**config.mk**
```make
export PLATFORM = sky130hd
export DESIGN_NAME = urp_pcie_crc32_gen
export DESIGN_NICKNAME = d
export VERILOG_FILES = /design/src/rtl/urp_pcie_pkg.sv /design/src/rtl/urp_pcie_crc32_gen.sv
export SDC_FILE = /design/constraint.sdc
export NUM_CORES = 2
export LEC_CHECK = 0
export CORE_ASPECT_RATIO = 1.5
export CORE_MARGIN = 2
export CORE_UTILIZATION = 45
export DETAILED_ROUTE_END_ITERATION = 8
export PLACE_DENSITY = 0.71
export SETUP_SLACK_MARGIN = 0.4
export SYNTH_ARGS = -nofsm -noshare
export SYNTH_HDL_FRONTEND = slang
export SYNTH_SLANG_ARGS = --single-unit
export TNS_END_PERCENT = 30
```
**constraint.sdc**
```tcl
create_clock -name vclk -period 109.7
set_input_delay 10.97 -clock vclk [all_inputs]
set_output_delay 10.97 -clock vclk [all_outputs]
set_load 0.03 [all_outputs]
```
**src/rtl/urp_pcie_pkg.sv**
```systemverilog
// urp_pcie_pkg
//   Shared CRC32 definitions used by the transmit-side encoder and the
//   receive-side checker. Both sides use the same polynomial, seed and bit
//   ordering, so an encoder->checker loop always compares clean.
//   CRC convention: non-reflected, seed all-ones, data consumed MSB first,
//   no final inversion.
package urp_pcie_pkg;

  localparam int CRC_WIDTH = 32;

  typedef logic [CRC_WIDTH-1:0] crc32_t;

  localparam crc32_t CRC32_POLY = 32'h04C1_1DB7;
  localparam crc32_t CRC32_INIT = 32'hFFFF_FFFF;

endpackage

```
**src/rtl/urp_pcie_crc32_gen.sv**
```systemverilog
// urp_pcie_crc32_gen
//   Purely combinational CRC32 over one full data word.
//   Ports:
//     data  in  DATA_WIDTH  word to protect; bit DATA_WIDTH-1 is shifted in first
//     crc   out 32          CRC32 of data, starting from CRC32_INIT
module urp_pcie_crc32_gen #(
  parameter int DATA_WIDTH = 512
) (
  input  logic [DATA_WIDTH-1:0] data,
  output logic [31:0]           crc
);
  import urp_pcie_pkg::*;

  // chain[n] is the CRC register after the first n data bits have been shifted in.
  crc32_t chain [DATA_WIDTH+1];

  assign chain[0] = CRC32_INIT;

  genvar gi;
  for (gi = 0; gi < DATA_WIDTH; gi++) begin : g_bit
    logic fb;
    assign fb            = chain[gi][CRC_WIDTH-1] ^ data[DATA_WIDTH-1-gi];
    assign chain[gi+1]   = {chain[gi][CRC_WIDTH-2:0], 1'b0} ^ (fb ? CRC32_POLY : '0);
  end

  assign crc = chain[DATA_WIDTH];

endmodule

```
==> flow_summary_export.csv <==
group,metric,value,unit
run_status,status,"finished clean",
min_path,worstHoldPathCells,6,
sta,maxSlewViolCount,0,
drt,drt-pass1-iter-count,7,
cells_and_area,syn_to_final_growth,11.3,%
logic_synthesis,synth_area,0.0700,mm²
cells_and_area,nClkBuffers,0,
logic_synthesis,synth_cell_types,17,
cells_and_area,seqCellArea,0,µm²
placed_design,dpl.hpwl,188000,µm
setup_path,crit_path_top_delay_cell,"xnor3_1",
placed_design,place_congestion,0.993,
setup_path,crit_type,"input port to primary output",
global_routing,grt_usage,26.4,%
sta,fin_crit,70830,ps
logic_synthesis,synth_top_area_share,47.2,%
logic_synthesis,ys_seq_area_share,0,%
setup_path,crit_path_max_incr_delay,940,ps
sta,finalCritPeriodShare,64.6,%
cells_and_area,nFlopsAndLatches,0,
floorplan,die_h,487,µm
cells_and_area,drive_above_1_share,10.1,%
sta,finalHoldViolCount,0,
run,maxCapViolations,0,
sta,slew_headroom,29.7,%
setup_path,cpMostUsedCell,"xnor3_1",
sta,max_freq,14.1,MHz
sta,tightestPinTransition,1050,ps
placed_design,postPlaceCellArea,0.0779,mm²
global_routing,antenna_found_initial,71,
logic_synthesis,syn_area_per_cell,15.1,µm²
cells_and_area,finalNetCount,5652,
drt,wl_per_cell,29.5,µm
cts,cts_resized,0,
drt,drc,0,
floorplan,coreArea,0.155,mm²
floorplan,die_x,326,µm
global_routing,grt_pass1_wl,303000,µm
setup_path,worstPathRequired,98730,ps
setup_path,cp-end-kind,"primary output",
logic_synthesis,ys_top_cells_by_area,"xnor3_1 (47%), xnor2_1 (21%), xor2_1 (8.6%)",
min_path,hp-class,"input port to primary output",
logic_synthesis,synth.largest_area_cell,"xnor3_1",
drt,num_vias,37662,
min_path,hold_start,"data[7]",
setup_path,arrival,59860,ps
sta,setup_violations,0,
drt,drtIter0Drc,2342,
min_path,min_to,"crc[17]",
global_routing,grt_overflow_total,0,
cts,ctsHoldBuffers,0,
logic_synthesis,synth_cells,4622,
drt,totalWireLength,213000,µm
sta,finalSetupTns,0,ps
logic_synthesis,syn_nets,5134,
floorplan,die-area,0.159,mm²
sta,rsz0062_at_grt,"false",
drt,ant_nets,0,
floorplan,initial_core_util,45.2,%
cells_and_area,fin_area,0.0779,mm²
setup_path,crit_fanout,10,
cts,cts_setup_buffers,0,
global_routing,grt_pass1_vias,41739,
cells_and_area,multi_input_area,0.0697,mm²
drt,vias_per_cell,5.22,
placed_design,portBuffers,544,
global_routing,grt_max_degree,15,
floorplan,rows,177,
logic_synthesis,yosys_warnings,0,
setup_path,start_kind,"input port",
floorplan,num_io_pins,544,
cells_and_area,nFillCells,13084,
==> stage by stage <==
stage          hold WS, ps  utilization, %  setup slack (ps)  std cells
5_1_grt              23820            50.3             37570       7199
2_1_floorplan        22580               -             49540       4622
3_5_place_dp         23730            50.3             38900       7196
3_3_place_gp         23750            50.3             39150       7196
4_1_cts              23740            50.3             38690       7196
6_report             23740            50.3             38870       7215
==> routing by layer <==
| metal | GRT usage, % | vias to the layer above | wire [µm] |
|---|---|---|---|
| met3 | 4.71 | 467 | 14000 |
| met4 | 9.76 | 90 | 9900 |
| li1 | - | 16778 | - |
| met1 | 29.6 | 18925 | 76000 |
| met2 | 49.4 | 1402 | 112000 |
| met5 | 0 | - | 581 |
==> critical path, delay by kind of cell <==
kind      cells  cell delay [ps]
buf+inv       2             1470
xor+xnor     88            47240
==> logic make-up (layout without fill, tap and decap cells) <==
group	after synthesis	after routing	synth area share [%]
xor gates and xnor gates	4577	4577	99.6
buffers and inverters	45	561	0.434
other	0	19	0
==> synthesized netlist by cell type <==
cell,n
xor3_2,45
xnor2_2,174
buf_4,27
xnor3_4,2
clkbuf_2,1
xnor2_1,1691
inv_1,3
xor2_4,28
xnor2_4,42
xor3_1,229
xnor3_1,1467
clkbuf_4,1
xnor3_2,134
buf_6,2
xor2_2,80
buf_2,11
xor2_1,685
==> area by class of cell <==
type	count	share of cell area [%]
diodes	19	0.0610
inverters	3	0.0145
multi-input cells	4577	89.5
well taps	2058	3.31
repair buffers	558	7.12
==> worst max-delay path by stage <==
stage / start / endpoint / slack (ps) / cells past startpoint
2_1_floorplan: data[510] / crc[11] / 49540 / 94
6_report: data[510] / crc[13] / 38870 / 90
3_3_place_gp: data[508] / crc[17] / 39150 / 90
5_1_grt: data[510] / crc[13] / 37570 / 90
3_5_place_dp: data[508] / crc[13] / 38900 / 90
4_1_cts: data[508] / crc[13] / 38690 / 90
==> layout by cell type (no fill, tap or decap) <==
| cell | count |
|---|---|
| xnor2_1 | 1690 |
| xnor3_1 | 1467 |
| xor2_1 | 685 |
| clkdlybuf4s50_1 | 544 |
| xor3_1 | 229 |
| xnor2_2 | 175 |
| xnor3_2 | 134 |
| xor2_2 | 80 |
| xor3_2 | 45 |
| xnor2_4 | 42 |
| xor2_4 | 28 |
| diode_2 | 19 |
| buf_4 | 14 |
| inv_1 | 3 |
| xnor3_4 | 2 |
Power is left out: the tool's default activity adds up to more than one toggle a clock period on the data nets, which glitch-free logic cannot reach.
